===== config.mk =====
export PLATFORM = sky130hd
export DESIGN_NAME = commit_stage_flat
export DESIGN_NICKNAME = d
export VERILOG_FILES = /design/src/rtl/commit_stage_pkg.sv /design/src/rtl/commit_stage_if.sv /design/src/rtl/commit_stage_commit_reg.sv /design/src/rtl/commit_stage.sv /design/src/flat_wrapper.sv
export SDC_FILE = /design/constraint.sdc
export NUM_CORES = 1
export LEC_CHECK = 0
export BUFFER_PORTS_ARGS = -buffer_cell sky130_fd_sc_hd__buf_4
export CAP_MARGIN = 0
export CORE_AREA = 2 2 224 226
export CTS_CLUSTER_DIAMETER = 100
export DETAILED_ROUTE_END_ITERATION = 12
export DIE_AREA = 0 0 226 228
export PLACE_DENSITY = 0.65
export SYNTH_ARGS = -nofsm -noshare
export SYNTH_HDL_FRONTEND = slang
export SYNTH_HIERARCHICAL = 1
export SYNTH_SLANG_ARGS = --single-unit
export TNS_END_PERCENT = 30

===== constraint.sdc =====
create_clock -name clk -period 4.4 [get_ports clk]
set_input_delay 0.88 -clock clk [delete_from_list [all_inputs] [get_ports clk]]
set_output_delay 0.88 -clock clk [all_outputs]
set_load 0.05 [all_outputs]

===== src/rtl/commit_stage_pkg.sv =====
// Shared type packages for the commit stage.
//   RvTypes   : architectural widths (XLEN, FLEN, register address, trap cause,
//               retire counter) and the word types built from them.
//   RafiTypes : commit FSM state enum, execute-side Op/TrapInfo records, the
//               latched commit entry, and a helper that extracts rd from an insn.
package RvTypes;
    localparam int unsigned XLEN       = 32;
    localparam int unsigned FLEN       = 64;
    localparam int unsigned REG_ADDR_W = 5;
    localparam int unsigned CAUSE_W    = 4;
    localparam int unsigned CTR_W      = 64;

    typedef logic [XLEN-1:0]       Word;
    typedef logic [FLEN-1:0]       FpWord;
    typedef logic [REG_ADDR_W-1:0] RegAddr;
    typedef logic [CAUSE_W-1:0]    Cause;
endpackage

package RafiTypes;
    import RvTypes::*;

    typedef enum logic [1:0] {
        NORMAL,
        TRAP_SAVE,
        TRAP_REDIRECT
    } CommitState;

    typedef struct packed {
        logic intRegWrite;
        logic fpRegWrite;
    } Op;

    typedef struct packed {
        logic valid;
        Cause cause;
        Word  value;
    } TrapInfo;

    typedef struct packed {
        logic    valid;
        Word     pc;
        Word     insn;
        Op       op;
        Word     intValue;
        FpWord   fpValue;
        logic    branchTaken;
        Word     branchTarget;
        TrapInfo trapInfo;
        logic    trapReturn;
    } CommitEntry;

    // Destination register field of a standard RISC-V encoding.
    function automatic RegAddr insnRd(input Word insn);
        return insn[11:7];
    endfunction
endpackage


===== src/rtl/commit_stage_if.sv =====
// Execute -> commit bundle.
//   master : execute stage, drives every ex* signal.
//   slave  : commit stage, samples every ex* signal.
interface commit_stage_if;
    import RvTypes::*;
    import RafiTypes::*;

    logic    exValid;
    Word     exPc;
    Word     exInsn;
    Op       exOp;
    Word     exDstIntRegValue;
    FpWord   exDstFpRegValue;
    logic    exBranchTaken;
    Word     exBranchTarget;
    TrapInfo exTrapInfo;
    logic    exTrapReturn;

    modport master (
        output exValid, exPc, exInsn, exOp, exDstIntRegValue, exDstFpRegValue,
               exBranchTaken, exBranchTarget, exTrapInfo, exTrapReturn
    );

    modport slave (
        input  exValid, exPc, exInsn, exOp, exDstIntRegValue, exDstFpRegValue,
               exBranchTaken, exBranchTarget, exTrapInfo, exTrapReturn
    );
endinterface


===== src/rtl/commit_stage_commit_reg.sv =====
// Commit register: latches one execute result per cycle.
//   clk, rstN : clock, asynchronous active-low reset (clears the entry).
//   load      : capture d this cycle.
//   squash    : force the stored entry invalid (wrong-path kill).
//   d, q      : incoming and latched commit entries.
module commit_reg
    import RafiTypes::*;
(
    input  logic       clk,
    input  logic       rstN,
    input  logic       load,
    input  logic       squash,
    input  CommitEntry d,
    output CommitEntry q
);

    // Squash while holding only clears valid, so a trapping entry held across
    // the redirect cycle is retired from the register without a reload.
    always_ff @(posedge clk or negedge rstN) begin
        if (!rstN) begin
            q <= '0;
        end else if (load) begin
            q       <= d;
            q.valid <= d.valid & ~squash;
        end else if (squash) begin
            q.valid <= 1'b0;
        end
    end

endmodule


===== src/rtl/commit_stage.sv =====
// Commit stage: retires the latched execute result one cycle after capture.
//   clk, rstN        : clock, asynchronous active-low reset.
//   ex               : execute-side bundle (slave modport).
//   csrTrapVector    : trap handler address; csrEpc : trap return address.
//   intRegWrite*     : integer register file write port (x0 never written).
//   fpRegWrite*      : FP register file write port.
//   csrTrap*         : trap save strobe with epc/cause/value; trap-return strobe.
//   redirectValid/Target, flush : front-end redirect and pipeline flush.
//   stall            : high while a trap is being taken.
//   instRetired      : 64-bit retired-instruction counter.
module commit_stage
    import RvTypes::*;
    import RafiTypes::*;
(
    input  logic               clk,
    input  logic               rstN,
    commit_stage_if.slave      ex,
    input  Word                csrTrapVector,
    input  Word                csrEpc,
    output logic               intRegWriteEnable,
    output RegAddr             intRegWriteAddr,
    output Word                intRegWriteValue,
    output logic               fpRegWriteEnable,
    output RegAddr             fpRegWriteAddr,
    output FpWord              fpRegWriteValue,
    output logic               csrTrapWrite,
    output Word                csrTrapEpc,
    output Cause               csrTrapCause,
    output Word                csrTrapValue,
    output logic               csrTrapReturn,
    output logic               redirectValid,
    output Word                redirectTarget,
    output logic               flush,
    output logic               stall,
    output logic [CTR_W-1:0]   instRetired
);

    CommitState state, stateNext;
    CommitEntry exEntry, c;
    logic       retire;
    logic       trapPending;
    logic       unusedInsnBits;

    always_comb begin
        exEntry              = '0;
        exEntry.valid        = ex.exValid;
        exEntry.pc           = ex.exPc;
        exEntry.insn         = ex.exInsn;
        exEntry.op           = ex.exOp;
        exEntry.intValue     = ex.exDstIntRegValue;
        exEntry.fpValue      = ex.exDstFpRegValue;
        exEntry.branchTaken  = ex.exBranchTaken;
        exEntry.branchTarget = ex.exBranchTarget;
        exEntry.trapInfo     = ex.exTrapInfo;
        exEntry.trapReturn   = ex.exTrapReturn;
    end

    // A trapping entry must survive until TRAP_SAVE reads its pc, so it is
    // held during the detect cycle even though stall is not yet raised.
    assign trapPending = (state == NORMAL) && c.valid && c.trapInfo.valid;

    commit_reg u_commit_reg (
        .clk    (clk),
        .rstN   (rstN),
        .load   (~stall & ~trapPending),
        .squash (flush),
        .d      (exEntry),
        .q      (c)
    );

    assign unusedInsnBits = ^{c.insn[31:12], c.insn[6:0]};

    always_ff @(posedge clk or negedge rstN) begin
        if (!rstN) begin
            state       <= NORMAL;
            instRetired <= '0;
        end else begin
            state <= stateNext;
            if (retire) begin
                instRetired <= instRetired + 1'b1;
            end
        end
    end

    always_comb begin
        stateNext         = state;
        retire            = 1'b0;
        intRegWriteEnable = 1'b0;
        intRegWriteAddr   = '0;
        intRegWriteValue  = '0;
        fpRegWriteEnable  = 1'b0;
        fpRegWriteAddr    = '0;
        fpRegWriteValue   = '0;
        csrTrapWrite      = 1'b0;
        csrTrapEpc        = '0;
        csrTrapCause      = '0;
        csrTrapValue      = '0;
        csrTrapReturn     = 1'b0;
        redirectValid     = 1'b0;
        redirectTarget    = '0;
        flush             = 1'b0;
        stall             = 1'b0;

        case (state)
            NORMAL: begin
                if (c.valid) begin
                    if (c.trapInfo.valid) begin
                        stateNext = TRAP_SAVE;
                    end else begin
                        retire = 1'b1;
                        if (c.op.intRegWrite && (insnRd(c.insn) != '0)) begin
                            intRegWriteEnable = 1'b1;
                            intRegWriteAddr   = insnRd(c.insn);
                            intRegWriteValue  = c.intValue;
                        end
                        if (c.op.fpRegWrite) begin
                            fpRegWriteEnable = 1'b1;
                            fpRegWriteAddr   = insnRd(c.insn);
                            fpRegWriteValue  = c.fpValue;
                        end
                        if (c.trapReturn) begin
                            csrTrapReturn  = 1'b1;
                            redirectValid  = 1'b1;
                            redirectTarget = csrEpc;
                            flush          = 1'b1;
                        end else if (c.branchTaken) begin
                            redirectValid  = 1'b1;
                            redirectTarget = c.branchTarget;
                            flush          = 1'b1;
                        end
                    end
                end
            end
            TRAP_SAVE: begin
                csrTrapWrite = 1'b1;
                csrTrapEpc   = c.pc;
                csrTrapCause = c.trapInfo.cause;
                csrTrapValue = c.trapInfo.value;
                stall        = 1'b1;
                stateNext    = TRAP_REDIRECT;
            end
            TRAP_REDIRECT: begin
                redirectValid  = 1'b1;
                redirectTarget = csrTrapVector;
                flush          = 1'b1;
                stall          = 1'b1;
                stateNext      = NORMAL;
            end
            default: begin
                stateNext = NORMAL;
            end
        endcase
    end

endmodule


===== src/flat_wrapper.sv =====
// flat-port wrapper written by rule: the top's interface ports become plain ports
module commit_stage_flat import RvTypes::*; import RafiTypes::*;
  (clk, rstN, csrTrapVector, csrEpc, intRegWriteEnable, intRegWriteAddr, intRegWriteValue, fpRegWriteEnable, fpRegWriteAddr, fpRegWriteValue, csrTrapWrite, csrTrapEpc, csrTrapCause, csrTrapValue, csrTrapReturn, redirectValid, redirectTarget, flush, stall, instRetired, ex_exValid, ex_exPc, ex_exInsn, ex_exOp, ex_exDstIntRegValue, ex_exDstFpRegValue, ex_exBranchTaken, ex_exBranchTarget, ex_exTrapInfo, ex_exTrapReturn);
  commit_stage_if ex_i ();
  input  logic clk;
  input  logic rstN;
  input  Word csrTrapVector;
  input  Word csrEpc;
  output logic intRegWriteEnable;
  output RegAddr intRegWriteAddr;
  output Word intRegWriteValue;
  output logic fpRegWriteEnable;
  output RegAddr fpRegWriteAddr;
  output FpWord fpRegWriteValue;
  output logic csrTrapWrite;
  output Word csrTrapEpc;
  output Cause csrTrapCause;
  output Word csrTrapValue;
  output logic csrTrapReturn;
  output logic redirectValid;
  output Word redirectTarget;
  output logic flush;
  output logic stall;
  output logic [CTR_W-1:0] instRetired;
  input wire logic [$bits(ex_i.exValid)-1:0] ex_exValid;
  input wire logic [$bits(ex_i.exPc)-1:0] ex_exPc;
  input wire logic [$bits(ex_i.exInsn)-1:0] ex_exInsn;
  input wire logic [$bits(ex_i.exOp)-1:0] ex_exOp;
  input wire logic [$bits(ex_i.exDstIntRegValue)-1:0] ex_exDstIntRegValue;
  input wire logic [$bits(ex_i.exDstFpRegValue)-1:0] ex_exDstFpRegValue;
  input wire logic [$bits(ex_i.exBranchTaken)-1:0] ex_exBranchTaken;
  input wire logic [$bits(ex_i.exBranchTarget)-1:0] ex_exBranchTarget;
  input wire logic [$bits(ex_i.exTrapInfo)-1:0] ex_exTrapInfo;
  input wire logic [$bits(ex_i.exTrapReturn)-1:0] ex_exTrapReturn;
  assign ex_i.exValid = ex_exValid;
  assign ex_i.exPc = ex_exPc;
  assign ex_i.exInsn = ex_exInsn;
  assign ex_i.exOp = ex_exOp;
  assign ex_i.exDstIntRegValue = ex_exDstIntRegValue;
  assign ex_i.exDstFpRegValue = ex_exDstFpRegValue;
  assign ex_i.exBranchTaken = ex_exBranchTaken;
  assign ex_i.exBranchTarget = ex_exBranchTarget;
  assign ex_i.exTrapInfo = ex_exTrapInfo;
  assign ex_i.exTrapReturn = ex_exTrapReturn;
  commit_stage u_core (.clk(clk), .rstN(rstN), .ex(ex_i), .csrTrapVector(csrTrapVector), .csrEpc(csrEpc), .intRegWriteEnable(intRegWriteEnable), .intRegWriteAddr(intRegWriteAddr), .intRegWriteValue(intRegWriteValue), .fpRegWriteEnable(fpRegWriteEnable), .fpRegWriteAddr(fpRegWriteAddr), .fpRegWriteValue(fpRegWriteValue), .csrTrapWrite(csrTrapWrite), .csrTrapEpc(csrTrapEpc), .csrTrapCause(csrTrapCause), .csrTrapValue(csrTrapValue), .csrTrapReturn(csrTrapReturn), .redirectValid(redirectValid), .redirectTarget(redirectTarget), .flush(flush), .stall(stall), .instRetired(instRetired));
endmodule

* After elaboration in Yosys (flattened, before gate mapping)
Index checks and enable logic that the tools add are counted.
** Storage, ports and cells
- Register bits :: 280
- Bits of input ports :: 300
- Output and inout bits :: 277
- Word-level logic and storage cells :: 84
** Cells by class
- Add/subtract/negate cells :: 1
- Equality and inequality tests :: 4
- Mux-type cells :: 51
- Bitwise logic cells :: 5
- Reductions and logical operators :: 8
** Operators by type and width (count)
- 32-bit 2-to-1 mux :: 10
- 64-bit 2-to-1 mux :: 4
- 64-bit by 1-bit adder with 64-bit output, second input constant :: 1
- 32-bit case mux with 2 select lines :: 1
- 5-bit 2-to-1 mux :: 8
- 1-bit 2-to-1 mux :: 23
- 5-bit nonzero test :: 1
- 2-bit 2-to-1 mux :: 2
- 4-bit 2-to-1 mux :: 1
- 2-bit != test, second input constant :: 2
- 2-bit case mux with 2 select lines :: 1
- 1-bit logical AND :: 3
- 1-bit inverter :: 3
- 1-bit AND :: 2
- 2-bit by 1-bit == test with 1-bit output, second input constant :: 1
- 2-bit == test, second input constant :: 1
- 2-bit zero test :: 1
- 1-bit case mux with 2 select lines :: 1
- 2-bit AND reduction :: 1
- 2-bit nonzero test :: 1
- 2-bit OR reduction :: 1

* Depth between registers and ports, before layout
Gate-level depths: netlist of run 1.
- Depth in word-level cells :: 8
- Gate-level depth with buffers :: 9
- Mapped depth without buffers :: 7

* By module
The synthesis of run 1 kept the hierarchy.
** Modules (own cells, without submodules)
- commit_reg :: instances 1, cells each 495, area each 9342.7 sq um, seq. area each 5855.6 sq um
- commit_stage :: instances 1, cells each 589, area each 4951.0 sq um, seq. area each 1651.6 sq um

* Least setup slack after synthesis of run 1
OpenSTA, ideal clock, no wires.
- Kind :: register to output
- From :: register u_core.state[0]
- To :: output intRegWriteValue[22]
- Arrival :: 2.516 ns
- Required time :: 3.520 ns
- Slack :: 1.004 ns
- Cell stages (with the launch flop) :: 9
- Buffers on the path :: 1
- Cells stage by stage :: dfrtp_1 -> inv_1 -> ha_1 -> nand2_1 -> nor2_1 -> nand2_1 -> a21oi_1 -> clkbuf_1 -> and2_1
** On the way
- Longest elaborated chain between the ends :: 2
** RTL lines
- from (decl) :: RTL line commit_stage.sv:38 : CommitState state, stateNext;
- from (signal assigned) :: RTL line commit_stage.sv:78 : state <= stateNext;
- 2-bit zero test :: RTL line commit_stage.sv:104 : case (state)
- 32-bit 2-to-1 mux :: RTL line commit_stage.sv:104
- to (decl) :: RTL line flat_wrapper.sv:11 : output Word intRegWriteValue;
No other way between the ends.

* Worst setup path in the final report of run 1
- From :: register u_core.state[0]
- To :: output redirectTarget[1]
** On the way
- Longest elaborated chain between the ends :: 2
** RTL lines
- 2-bit == test or 2-bit zero test (tied branches) :: RTL line commit_stage.sv:104
- 32-bit case mux with 2 select lines (*) :: RTL line commit_stage.sv:104
- to (decl) :: RTL line flat_wrapper.sv:21 : output Word redirectTarget;
Every way passes the cells marked *; elsewhere a longest branch is shown, timed or not.

==> flow_summary.toml, run 1 <==
[die]
coreArea_mm2 = 0.04935
io-pin-count = 577
die-area_mm2 = 0.05153
die_x_um = 226
start_util_pct = 26.76
row_count = 82
die_h_um = 228

[global_routing]
grt_usage_pct = 15.61
antenna_found_initial = 2
met3_usage_pct = 4.160
grt_pass1_wl_um = 62870
grt_use_met2_pct = 26.75
grt_overflow = 0
grt_max_degree = 87
top_usage_layer = "met2"
use_met1_pct = 18.90
first_global_vias = 10739

[timing]
worstMarginPinSlew_ns = 1.093
fin_tns_setup_ns = 0
period_needed_ns = 3.829
max_slew_margin_pct = 27.10
final-setup-viol-count = 0
skew_ns = 0.01471
fin_crit_sh_pct = 87.03
slew_violations = 0
rsz0062_at_grt = "false"
hold_viol_final = 0
fmax_mhz = 261.1

[final_layout]
fin_nets = 1870
drive_above_1_share_pct = 53.12
syn2layout_area_growth_pct = 44.96
stdcell_count = 2262

[clock_tree]
clock_latency_ns = 0.52
clkTransAtPathRegs_ns = 0.06
clk_path_buf_depth = 3
ctsRootBufferMaster = "clkbuf_16"
cts_buffers = 34
cts_hold_buf = 0
cts-resized-gates = 0
cts.sinks = 273
cts_tree = "yes"
postCtsSetupRepairBufs = 0
htree_levels = 2

[status]
status = "complete, no violations"

[placement]
dp_hpwl_um = 30700
portBuffers = 549
finalWeightedCongestion = 0.9250
place_inst = 2202

[detailed_routing]
vias_per_cell = 4.488
first_iter_violations = 685
drc = 0
ant_nets = 0
wire_per_inst_um = 18.23
totalWireLength_um = 41240
dr_total_vias = 10151
firstDrtPassIters = 8

[setup_path]
crit_required_ns = 3.52
critPathBufInv = 4
worst-path-stages = 9
cp-end-kind = "output port"
cpLargestDelayFamily = "buffers and inverters"
r2r_setup_slack_ns = 1.42
reg2reg_depth = 7
cpPeakStageDelay_ns = 0.38
criticalPathCategory = "flop to output port"
cp_slowest_cell = "dfrtp_1"
worstPathCellList = "inv_1 -> ha_1 -> nand2_1 -> nor2_4 -> and2_1 -> buf_4 -> a222oi_1 -> inv_1 -> buf_4"
critPathMaxFanout = 33
critPathArrivalTime_ns = 2.95
start_kind = "flop"

[power]
peakVddDrop_uv = 420.5
power.density_mw_per_mm2 = 714.7
p_leak_uw = 0.009893

[synthesis]
netlist_area_mm2 = 0.01321
ys_warn_count = 6
synth_cells = 1029
syn_area_per_cell_um2 = 12.83
synth_nets = 1333

[worst_hold_path]
hp-class = "primary input to async pin"

[job]
max_cap_viol_count = 0
[where the power goes]
group	switching, uW	leakage, uW	internal [uW]	total, uW
Clock	1090	0.000557	1740	2830
Sequential	623	0.00333	3540	4170
Combinational	3640	0.00601	3040	6680
Total	5350	0.00989	8330	13700
[path summary, 6_finish.rpt]
check / start / end
worst max register to register: u_core/state[0] / u_core/instRetired[51]
worst min-delay path: rstN / u_core/u_commit_reg/q[211]
max in group asynchronous: rstN / u_core/instRetired[19]
worst min register to register: u_core/instRetired[63] / u_core/instRetired[63]
min in group clk: u_core/instRetired[63] / u_core/instRetired[63]
worst max-delay path: u_core/state[0] / redirectTarget[1]
[per-stage QoR]
stage	power (uW)	utilization [%]	hold WS, ns	cell area, um2	setup slack (ns)
after global placement	10760	36.47	0.4668	18000	1.151
after floorplan	9228	-	0.4721	13210	1.004
after detailed placement	10900	36.47	0.4839	18000	1.066
final	13680	38.79	0.3750	19140	0.5705
after global routing	14350	38.79	0.4107	19140	0.3067
after CTS	13840	38.78	0.3649	19140	0.4850
[state kept, by name, summed over array words and instances, names as in the netlist]
name,cells
u_core/instRetired,64
u_core/state,2
u_core/u_commit_reg/q,207
[routing by layer]
metal / vias up / share of wire (%)
met5: - / 0
met2: 408 / 50
met1: 5001 / 40
met3: 67 / 7.4
met4: 0 / 2.8
li1: 4675 / -
[cells in the final DEF (no fill, tap or decap), drive strengths merged, types with 2 or more instances in the layout]
master    instances
clkinvlp          3
nor3             12
ha                4
clkinv            6
o21ai             2
nor4             18
a222oi           32
and3             81
bufinv            2
nand3            23
buf             566
mux2            207
dfrtp           273
xnor2            33
clkbuf           48
xor2             30
or4               4
nor2             28
inv              44
nand4            25
and2            106
nand2            33
[cell type report]
cell class                      instances  area (um2)
Multi-Input combinational cell        647        5839
Clock buffer                           48        1027
Fill cell                            4757       30210
Timing Repair Buffer                  566        4319
Clock inverter                         11       116.4
Inverter                               44       165.2
Sequential cell                       273        6832
Tap cell                              672       840.8
Antenna cell                            1       2.502
Power figures use the tool's default switching activity.
==> run 2, diff against run 1 <==
==> constraint.sdc (replaced) <==
create_clock -name clk -period 4.6 [get_ports clk]
set_input_delay 0.92 -clock clk [delete_from_list [all_inputs] [get_ports clk]]
set_output_delay 0.92 -clock clk [all_outputs]
set_load 0.05 [all_outputs]
==> run 2 against run 1 <==
Effect of this change:
- critical path depth grew 1
- routed wire length shrank 2.2%
- combinational power fell by 5.2%
- register-to-register slack better by 0.29 ns
- cell count decreased by 0.18%
- worst setup slack worse by 0.16 ns
- clock power down 14%
- highest routed layer unchanged
==> flow_summary.toml, run 2 (same netlist as run 1, synthesis figures left out) <==
[status]
status = "complete, no violations"

[timing]
final-setup-viol-count = 0
period_needed_ns = 4.186
worstMarginPinSlew_ns = 0.9565
fin_crit_sh_pct = 91.00
slew_violations = 0
fin_ws_ns = 0.4138
rsz0062_at_grt = "false"
max_slew_margin_pct = 36.23
skew_ns = 0.01988
hold_viol_final = 0
fmax_mhz = 238.9
fin_tns_setup_ns = 0

[setup_path]
cp_slowest_cell = "buf_4"
cpLargestDelayFamily = "buffers and inverters"
critPathBufInv = 4
critPathMaxFanout = 78
r2r-end = "u_core/instRetired[30]"
start_kind = "flop"
r2r_setup_slack_ns = 1.71
worst-path-stages = 10
cpPeakStageDelay_ns = 0.56
critPathArrivalTime_ns = 3.27
worstPathCellList = "inv_1 -> ha_1 -> nand2_1 -> nor2_4 -> buf_4 -> nand2_1 -> a21oi_1 -> buf_4 -> and2_1 -> buf_4"
cpMostUsedCell = "buf_4"
criticalPathCategory = "flop to output port"
cp-end-kind = "output port"
reg2reg_depth = 7
crit_required_ns = 3.68
rr_startpoint = "u_core/state[0]"

[final_layout]
design_area_mm2 = 0.01898
nFillCells = 4815
top_regs = "u_core/u_commit_reg/q x207, u_core/instRetired x64, u_core/state x2"
drive_above_1_share_pct = 52.71
largest_reg_flops = 207
final_common_cell = "buf_4"
layout_common_cells = "buf_4, dfrtp_1, mux2_4, and2_1, and3_1"
antennaDiodeCount = 0
syn2layout_area_growth_pct = 43.74
regMostFlops = "u_core/u_commit_reg/q"
fin_nets = 1867

[placement]
dp_hpwl_um = 29940
postPlaceCellArea_mm2 = 0.01798
finalWeightedCongestion = 0.9600
portBuffers = 549
pre_cts_slack_ns = 1.066

[detailed_routing]
vias_per_cell = 4.509
firstDrtPassIters = 7
wire_per_inst_um = 17.86
ant_nets = 0
dr_total_vias = 10181
totalWireLength_um = 40330
first_iter_violations = 650
drc = 0

[clock_tree]
ctsRootBufferMaster = "clkbuf_16"
clock_latency_ns = 0.58
clkTransAtPathRegs_ns = 0.06
cts.sinks = 273
cts_tree = "yes"
htree_levels = 1
cts_buffers = 31
postCtsSetupRepairBufs = 0
cts-resized-gates = 0
clk_path_buf_depth = 3
cts_hold_buf = 0

[power]
p_leak_uw = 0.009824
peakVddDrop_uv = 719.4
power.density_mw_per_mm2 = 672.6

[die]
die_h_um = 228
coreArea_mm2 = 0.04935
io-pin-count = 577
die_x_um = 226
start_util_pct = 26.76
die-area_mm2 = 0.05153
row_count = 82

[job]
max_cap_viol_count = 0

[global_routing]
grt_overflow = 0
grt_max_degree = 93
antenna_found_initial = 0
first_global_vias = 10475
grt_usage_pct = 15.11
grt_pass1_wl_um = 61480

[worst_hold_path]
hp-class = "primary input to async pin"
## run 2: cell count changes in the layout (fill, tap and decap cells not counted)
cell	delta
clkbuf_1	+5
clkinv_4	-1
clkinvlp_4	-2
diode_2	-1
inv_6	+1
buf_12	-1
buf_4	+1
clkbuf_16	-6
## run 2: worst reg2reg max path, cell delays in order, from the launching register on
cell      delay [ns]
dfrtp_1         0.39
inv_1           0.10
ha_1            0.33
nand4b_4        0.21
or4_1           0.70
or3_4           0.56
nor4_1          0.34
xor2_1          0.17
## run 2: how the worst max path moves through the flow
stage	endpoint	slack (ns)	startpoint
2_1_floorplan	intRegWriteValue[22]	1.16	u_core/state[0]
3_5_place_dp	intRegWriteValue[28]	1.07	u_core/state[0]
6_report	intRegWriteValue[28]	0.41	u_core/state[0]
4_1_cts	intRegWriteValue[28]	0.40	u_core/state[0]
3_3_place_gp	intRegWriteValue[18]	1.11	u_core/state[0]
5_1_grt	intRegWriteValue[21]	0.17	u_core/state[1]
## run 2: area by class of cell
type,count,area (um2),share of cell area [%]
clock buffers,47,895.9,4.720
flip-flops and latches,273,6832,35.99
well taps,672,840.8,4.430
repair buffers,566,4307,22.69
inverters,44,165.2,0.8701
clock inverters,9,101.3,0.5339
multi-input cells,647,5839,30.76
## run 2: metrics by stage
| step | hold slack, ns | utilization (%) | std cells | total power [uW] |
|---|---|---|---|---|
| after floorplan | 0.4721 | - | 1029 | 8827 |
| after global placement | 0.4642 | 36.44 | 2202 | 10270 |
| after detailed placement | 0.4673 | 36.44 | 2202 | 10380 |
| after CTS | 0.3624 | 38.46 | 2258 | 12910 |
| after global routing | 0.3958 | 38.46 | 2258 | 13380 |
| final | 0.3543 | 38.46 | 2258 | 12770 |
## run 2: routing by layer
metal  part of all wire, %  GRT usage (%)
met1                    41          19.13
met2                    50          25.87
met3                   6.9          3.168
met4                   2.4          4.284
met5                     0              0
## run 2: power by group
part	internal (uW)	leakage (uW)	switching, uW
Combinational	2900	0.00601	3440
Sequential	3390	0.00333	603
Clock	1440	0.000489	1000
Total	7730	0.00982	5040
